**config.mk**
```make
export PLATFORM = sky130hd
export DESIGN_NAME = adc366x_dly_cal
export DESIGN_NICKNAME = d
export VERILOG_FILES = /design/src/rtl/adc_cal_pkg.sv /design/src/rtl/adc_cal_run.sv /design/src/rtl/adc366x_dly_cal.sv
export SDC_FILE = /design/constraint.sdc
export NUM_CORES = 1
export LEC_CHECK = 0
export BUFFER_PORTS_ARGS = -buffer_cell sky130_fd_sc_hd__buf_4
export CAP_MARGIN = 20
export CORE_MARGIN = 2
export CORE_UTILIZATION = 40
export CTS_CLUSTER_SIZE = 30
export DETAILED_ROUTE_END_ITERATION = 16
export PLACE_DENSITY = 0.66
export SLEW_MARGIN = 20
export SYNTH_ARGS = -nofsm -noshare
export SYNTH_HDL_FRONTEND = slang
export SYNTH_SLANG_ARGS = --single-unit
```
**constraint.sdc**
```tcl
create_clock -name clk_i -period 2.6 [get_ports clk_i]
set_input_delay 0.65 -clock clk_i [delete_from_list [all_inputs] [get_ports clk_i]]
set_output_delay 0.65 -clock clk_i [all_outputs]
set_load 0.03 [all_outputs]
```
**src/rtl/adc_cal_pkg.sv**
```systemverilog
// Shared types and constants for the ADC366x receiver delay calibration block.
package adc_cal_pkg;

  localparam int TAPS = 32;
  localparam int LOAD_LEN = 4;
  localparam logic [15:0] DEF_PAT = 16'hA5A5;

  typedef enum logic [2:0] {
    S_IDLE,
    S_LOAD,
    S_SETTLE,
    S_MEASURE,
    S_NEXT,
    S_APPLY,
    S_FINISH
  } state_e;

endpackage

```
**src/rtl/adc_cal_run.sv**
```systemverilog
// Longest passing-run tracker across a tap scan; ties keep the earliest run,
// and runs never wrap from the last tap back to tap 0.
module adc_cal_run
  import adc_cal_pkg::*;
(
  input  logic       clk_i,
  input  logic       rstn_i,
  input  logic       clear_i,
  input  logic       step_i,
  input  logic       pass_i,
  input  logic [4:0] tap_i,
  output logic [4:0] best_start_o,
  output logic [5:0] best_len_o
);

  logic [5:0] cur_len_q, cur_len_d;
  logic [4:0] cur_start_q, cur_start_d;
  logic [5:0] best_len_q, best_len_d;
  logic [4:0] best_start_q, best_start_d;
  logic [5:0] new_len;
  logic [4:0] new_start;

  always_comb begin
    cur_len_d    = cur_len_q;
    cur_start_d  = cur_start_q;
    best_len_d   = best_len_q;
    best_start_d = best_start_q;
    new_len      = cur_len_q + 6'd1;
    new_start    = (cur_len_q == 6'd0) ? tap_i : cur_start_q;
    if (clear_i) begin
      cur_len_d    = '0;
      cur_start_d  = '0;
      best_len_d   = '0;
      best_start_d = '0;
    end else if (step_i) begin
      if (pass_i) begin
        cur_len_d   = new_len;
        cur_start_d = new_start;
        // Strict compare so an equal-length later run never displaces the first.
        if (new_len > best_len_q) begin
          best_len_d   = new_len;
          best_start_d = new_start;
        end
      end else begin
        cur_len_d = '0;
      end
    end
  end

  always_ff @(posedge clk_i or negedge rstn_i) begin
    if (!rstn_i) begin
      cur_len_q    <= '0;
      cur_start_q  <= '0;
      best_len_q   <= '0;
      best_start_q <= '0;
    end else begin
      cur_len_q    <= cur_len_d;
      cur_start_q  <= cur_start_d;
      best_len_q   <= best_len_d;
      best_start_q <= best_start_d;
    end
  end

  assign best_start_o = best_start_q;
  assign best_len_o   = best_len_q;

endmodule

```
**src/rtl/adc366x_dly_cal.sv**
```systemverilog
// ADC366x receiver delay-tap calibration: scans all taps, picks the centre of the
// longest passing run. Optional pass bitmap output under macro ADC_CAL_BITMAP_EN.
module adc366x_dly_cal
  import adc_cal_pkg::*;
#(
  parameter int          SETTLE  = 64,
  parameter int          WIN     = 256,
  parameter int          TMO     = 4096,
  parameter int          MIN_RUN = 4,
  parameter logic [15:0] PAT     = DEF_PAT
) (
  input  logic        clk_i,
  input  logic        rstn_i,
  input  logic        start_i,
  input  logic        abort_i,
  input  logic        smp_vld_i,
  input  logic [31:0] smp_dat_i,
  output logic [5:0]  dly_o,
  output logic        busy_o,
  output logic        done_o,
  output logic        fail_o,
  output logic [4:0]  tap_o,
  output logic [5:0]  run_o
`ifdef ADC_CAL_BITMAP_EN
  ,
  output logic [31:0] pass_map_o
`endif
);

  state_e      state_q, state_d;
  logic [4:0]  tap_q, tap_d;
  logic [4:0]  prev_tap_q, prev_tap_d;
  logic [15:0] cnt_q, cnt_d;
  logic [15:0] tmo_q, tmo_d;
  logic        pass_q, pass_d;
  logic        final_q, final_d;
  logic        done_q, done_d;
  logic        fail_q, fail_d;
  logic [5:0]  run_q, run_d;
`ifdef ADC_CAL_BITMAP_EN
  logic [31:0] map_q, map_d;
`endif

  logic        trk_clear;
  logic        trk_step;
  logic [4:0]  best_start;
  logic [5:0]  best_len;
  logic [4:0]  half_len;
  logic        abortable;

  adc_cal_run u_run (
    .clk_i        (clk_i),
    .rstn_i       (rstn_i),
    .clear_i      (trk_clear),
    .step_i       (trk_step),
    .pass_i       (pass_q),
    .tap_i        (tap_q),
    .best_start_o (best_start),
    .best_len_o   (best_len)
  );

  always_comb begin
    state_d    = state_q;
    tap_d      = tap_q;
    prev_tap_d = prev_tap_q;
    cnt_d      = cnt_q;
    tmo_d      = tmo_q;
    pass_d     = pass_q;
    final_d    = final_q;
    done_d     = done_q;
    fail_d     = fail_q;
    run_d      = run_q;
`ifdef ADC_CAL_BITMAP_EN
    map_d      = map_q;
`endif
    trk_clear  = 1'b0;
    trk_step   = 1'b0;
    half_len   = 5'((best_len - 6'd1) >> 1);
    abortable  = 1'b0;

    unique case (state_q)
      S_IDLE: begin
        if (start_i) begin
          prev_tap_d = tap_q;
          done_d     = 1'b0;
          fail_d     = 1'b0;
          run_d      = '0;
          tap_d      = '0;
          cnt_d      = '0;
          final_d    = 1'b0;
          trk_clear  = 1'b1;
`ifdef ADC_CAL_BITMAP_EN
          map_d      = '0;
`endif
          state_d    = S_LOAD;
        end
      end
      S_LOAD: begin
        abortable = !final_q;
        if (cnt_q == 16'(LOAD_LEN - 1)) begin
          cnt_d   = '0;
          tmo_d   = '0;
          state_d = final_q ? S_FINISH : S_SETTLE;
        end else begin
          cnt_d = cnt_q + 16'd1;
        end
      end
      S_SETTLE: begin
        abortable = 1'b1;
        if (cnt_q == 16'(SETTLE - 1)) begin
          cnt_d   = '0;
          tmo_d   = '0;
          state_d = S_MEASURE;
        end else begin
          cnt_d = cnt_q + 16'd1;
        end
      end
      S_MEASURE: begin
        abortable = 1'b1;
        // The timeout counts consecutive idle cycles, so any valid sample rearms it.
        if (smp_vld_i) begin
          tmo_d = '0;
          if (smp_dat_i != {PAT, PAT}) begin
            pass_d  = 1'b0;
            state_d = S_NEXT;
          end else if (cnt_q == 16'(WIN - 1)) begin
            pass_d  = 1'b1;
            state_d = S_NEXT;
          end else begin
            cnt_d = cnt_q + 16'd1;
          end
        end else if (tmo_q == 16'(TMO - 1)) begin
          pass_d  = 1'b0;
          state_d = S_NEXT;
        end else begin
          tmo_d = tmo_q + 16'd1;
        end
      end
      S_NEXT: begin
        abortable = 1'b1;
        trk_step  = 1'b1;
        cnt_d     = '0;
`ifdef ADC_CAL_BITMAP_EN
        if (pass_q) begin
          map_d[tap_q] = 1'b1;
        end
`endif
        if (tap_q == 5'(TAPS - 1)) begin
          state_d = S_APPLY;
        end else begin
          tap_d   = tap_q + 5'd1;
          state_d = S_LOAD;
        end
      end
      S_APPLY: begin
        abortable = 1'b1;
        run_d     = best_len;
        final_d   = 1'b1;
        cnt_d     = '0;
        state_d   = S_LOAD;
        if (best_len >= 6'(MIN_RUN)) begin
          tap_d  = best_start + half_len;
          done_d = 1'b1;
        end else begin
          tap_d  = prev_tap_q;
          fail_d = 1'b1;
        end
      end
      S_FINISH: begin
        final_d = 1'b0;
        state_d = S_IDLE;
      end
      default: state_d = S_IDLE;
    endcase

    // Abort restores the pre-calibration tap through one final load sequence.
    if (abort_i && abortable) begin
      tap_d   = prev_tap_q;
      fail_d  = 1'b1;
      done_d  = 1'b0;
      final_d = 1'b1;
      cnt_d   = '0;
      state_d = S_LOAD;
    end
  end

  always_ff @(posedge clk_i or negedge rstn_i) begin
    if (!rstn_i) begin
      state_q    <= S_IDLE;
      tap_q      <= '0;
      prev_tap_q <= '0;
      cnt_q      <= '0;
      tmo_q      <= '0;
      pass_q     <= 1'b0;
      final_q    <= 1'b0;
      done_q     <= 1'b0;
      fail_q     <= 1'b0;
      run_q      <= '0;
    end else begin
      state_q    <= state_d;
      tap_q      <= tap_d;
      prev_tap_q <= prev_tap_d;
      cnt_q      <= cnt_d;
      tmo_q      <= tmo_d;
      pass_q     <= pass_d;
      final_q    <= final_d;
      done_q     <= done_d;
      fail_q     <= fail_d;
      run_q      <= run_d;
    end
  end

`ifdef ADC_CAL_BITMAP_EN
  always_ff @(posedge clk_i or negedge rstn_i) begin
    if (!rstn_i) begin
      map_q <= '0;
    end else begin
      map_q <= map_d;
    end
  end

  assign pass_map_o = map_q;
`endif

  assign dly_o  = {state_q == S_LOAD, tap_q};
  assign tap_o  = tap_q;
  assign busy_o = (state_q != S_IDLE);
  assign done_o = done_q;
  assign fail_o = fail_q;
  assign run_o  = run_q;

endmodule

```
==> results.sh <==
export IMPL_run_status="finished with violations"
export IMPL_violations="DRC"
export IMPL_clk_pin_slew_ns=0.06
export IMPL_area_delta_synth_final_pct=22.7
export IMPL_first_pass_iters=11
export IMPL_coreArea_sq_um=11500
export IMPL_clk_latency_ns=0.34
export IMPL_drive_above_1_share=0.219
export IMPL_grt_start_max_net_pins=40
export IMPL_crit_chain="or4_4, nor4_4, o22ai_2, or3_4, or4_4, a21oi_2"
export IMPL_critPathBufInv=0
export IMPL_die_y_um=113
export IMPL_critPathRequiredTime_ns=2.86
export IMPL_synth_yosys_seq_area_share=0.404
export IMPL_yosysWarnings=0
export IMPL_crit_arrival_ns=2.80
export IMPL_syn_area_sq_um=4760
export IMPL_gp_congestion=0.900
export IMPL_drv_slew=0
export IMPL_grt_pass1_vias=4169
export IMPL_grt_pass1_wl_um=20400
export IMPL_max_slew_margin=0.442
export IMPL_grt_overflow_total=0
export IMPL_cp_common_cell="or4_4"
export IMPL_numCtsBuffers=9
export IMPL_hpwl_um=8970
export IMPL_critPathLaunch="cnt_q[13]$_DFFE_PN0P_"
export IMPL_antenna_found_initial=0
export IMPL_vias_per_cell=5.75
export IMPL_synth_most_common_cell="dfrtp_1"
export IMPL_crit_path_end_kind="flop"
export IMPL_fp_row_count=39
export IMPL_drc=2
export IMPL_postCtsHoldBufs=0
export IMPL_final_nets=658
export IMPL_finalHoldViolCount=0
export IMPL_synthCells=527
export IMPL_power_switching_mw=2.07
export IMPL_hold_path_class="in2async"
export IMPL_io_pins=57
export IMPL_cpMaxStageDelayCell="or4_4"
export IMPL_combPwrFrac=0.433
export IMPL_diodes=0
export IMPL_clock_skew_ns=0.00576
export IMPL_rrSetupSlack_ns=0.06
export IMPL_die_w_um=113
export IMPL_wl_um=12000
export IMPL_drv_cap=0
export IMPL_vdd_ir_drop_max_v=0.000439
export IMPL_fmaxAchievable_mhz=394
export IMPL_synth_area_leader_cell="dfrtp_1"
export IMPL_timing_rr_end="tmo_q[15]$_DFFE_PN0P_"
export IMPL_synth_top_cell_area_share=0.404
export IMPL_finalSetupViolCount=0
export IMPL_die_area_sq_um=12800
export IMPL_period_share=0.976
export IMPL_wire_per_inst_um=16.1
export IMPL_htreeDepth=3
export IMPL_total_power_mw=5.10
export IMPL_grtUsageTotal=0.195
export IMPL_synth_avg_cell_area_sq_um=9.04
export IMPL_cts_tree="yes"
export IMPL_switching_share=0.407
export IMPL_min_period_ns=2.54
export IMPL_worstRegToRegCells=6
export IMPL_path_class="reg2reg"
export IMPL_pwr_share_seq=0.319
export IMPL_cp_top_family="simple AND/OR/NAND/NOR gates"
export IMPL_fin_tns_setup_ns=0
export IMPL_initial_core_util=0.414
export IMPL_synth_edf_count=0
export IMPL_drtAntennaViolNets=0
export IMPL_synth_flop_cell="dfrtp_1"
export IMPL_r2r_start="cnt_q[13]$_DFFE_PN0P_"
export IMPL_internal_power_mw=3.02
export IMPL_synth_fp_nets=583
export IMPL_clockBufferDepth=2
export IMPL_async_flop_share=1.00
export IMPL_cts_num_sinks=77
export IMPL_cp_max_fo=5
export IMPL_clock_power_share=0.247
export IMPL_ys_top_cells_by_count="dfrtp_1 (77), nor2_1 (65), nand2_1 (28), o21ai_0 (25)"
export IMPL_cts_root_buf="clkbuf_16"
export IMPL_worstMarginPinSlew_ns=0.831
export IMPL_synth_seq_cells=77
export IMPL_portBuffers=56
export IMPL_drt_iter0_drc=264
export IMPL_worstSetupStartpointType="flop"
export IMPL_synthTopCellsByArea="dfrtp_1 (40%), nor2_1 (5.1%), ha_1 (4.7%)"
export IMPL_fillCellCount=1044
export IMPL_cpPeakStageDelay_ns=0.57
export IMPL_rsz0062_at_grt="no"
export IMPL_p_per_area_nw_per_um2=872
export IMPL_leakagePower_nw=2.54
export IMPL_vias=4316
export IMPL_synth_cell_types=62
[state kept, by name (all words and copies together), names as in the netlist, 3 cells and up]
name / cells
cnt_q: 16
state_q: 3
u_run.best_start_o: 5
u_run.best_len_o: 6
tap_o: 5
prev_tap_q: 5
u_run.cur_len_q: 6
u_run.cur_start_q: 5
tmo_q: 16
run_o: 6
[kinds of logic (layout without fill, tap and decap cells)]
family                   after synthesis  in the layout  synth area share
XOR/XNOR                              20             20            0.0368
buffers and inverters                 50            130            0.0457
adder cells (fa/ha/maj)               19             19            0.0515
AND/OR/NAND/NOR                      220            220             0.251
flip-flops                            77             77             0.404
AO/OA/AOI/OAI                        119            119             0.163
multiplexers                          22             22            0.0475
[routing by layer]
| metal | part of all wire | vias up | global-route usage |
|---|---|---|---|
| met5 | 0 | - | 0 |
| met4 | 0.011 | 0 | 0.0537 |
| met3 | 0.032 | 15 | 0.0370 |
| met2 | 0.51 | 84 | 0.329 |
| met1 | 0.45 | 2110 | 0.258 |
| li1 | - | 2107 | - |
[final cells by class]
class                      count  area, sq um  area share
sequential                    77         1930       0.330
tap                          143          179      0.0306
timing repair buffer          92          703       0.120
multi-input combinational    400         2660       0.454
clock inverter                 6         68.8      0.0118
inverter                      22         82.6      0.0141
clock buffer                  10          229      0.0392
[power by group through the flow]
stage               clock network (mW)  registers (mW)  logic [mW]
global placement                     0            1.64        2.15
finish                            1.26            1.63        2.21
CTS                               1.29            1.63        2.20
global route                      1.33            1.67        2.41
detailed placement                   0            1.65        2.18
floorplan                            0            1.73        1.31
[worst register-to-register path, delay by kind of cell (launching register included)]
kind	cells	cell delay [ns]
AO/OA/AOI/OAI	2	0.26
AND/OR/NAND/NOR	4	1.77
flip-flops	1	0.44
[worst max-delay path by stage]
| stage | to | slack (ns) | depth (start not counted) |
|---|---|---|---|
| after global placement | tmo_q[15]$_DFFE_PN0P_ | 0.12 | 6 |
| after detailed placement | tmo_q[15]$_DFFE_PN0P_ | 0.07 | 6 |
| after global routing | tmo_q[15]$_DFFE_PN0P_ | 0.002 | 6 |
| final | tmo_q[15]$_DFFE_PN0P_ | 0.06 | 6 |
| after CTS | tmo_q[15]$_DFFE_PN0P_ | 0.06 | 6 |
| after floorplan | tmo_q[15]$_DFFE_PN0P_ | 0.1 | 7 |
[cells in the final DEF, fill, tap and decap left out, types with 3 or more instances in the layout]
| cell | netlist | routed |
|---|---|---|
| xor2_1 | 4 | 4 |
| or2_2 | 4 | 4 |
| nand2b_1 | 7 | 7 |
| a22oi_1 | 10 | 10 |
| nand2_1 | 28 | 28 |
| nor2b_1 | 3 | 3 |
| a211oi_1 | 7 | 7 |
| nor3b_1 | 5 | 5 |
| nor3_1 | 17 | 16 |
| mux2i_1 | 17 | 17 |
| nor4_1 | 13 | 12 |
| a21oi_2 | 2 | 3 |
| o41ai_1 | 5 | 5 |
| buf_4 | 5 | 91 |
| or4_4 | 3 | 3 |
| nand4_1 | 16 | 16 |
| xnor2_1 | 16 | 14 |
| o22ai_1 | 17 | 17 |
| o21ai_0 | 25 | 25 |
| mux2_2 | 5 | 5 |
| or3_1 | 6 | 6 |
| o31ai_1 | 7 | 7 |
| a21oi_1 | 20 | 19 |
| nand3_1 | 22 | 22 |
| dfrtp_1 | 77 | 77 |
| nor4bb_1 | 9 | 9 |
| a21o_1 | 5 | 5 |
| or4_1 | 3 | 3 |
| nor2_1 | 65 | 63 |
| inv_1 | 22 | 22 |
| clkbuf_16 | 0 | 9 |
| and3_1 | 5 | 5 |
| ha_1 | 18 | 18 |
| a31oi_1 | 4 | 4 |
| and2_1 | 3 | 3 |
[stage by stage]
step           setup WS, ns   util  cells  hold WS, ns  area, sq um
6_report             0.0630  0.507    750        0.286         5840
5_1_grt             0.00247  0.507    750        0.330         5840
4_1_cts              0.0621  0.505    750        0.308         5810
3_5_place_dp         0.0694  0.479    734        0.489         5520
3_3_place_gp          0.120  0.479    734        0.481         5520
2_1_floorplan        0.0981      -    527        0.354         4770
[repair_timing]
item / in CTS / in global routing
setup buffers: 0 / 0
endpoints found under the setup margin: 0 / 15
gates resized for setup: 0 / 5
Note: power is estimated with default switching activity, not from simulation.
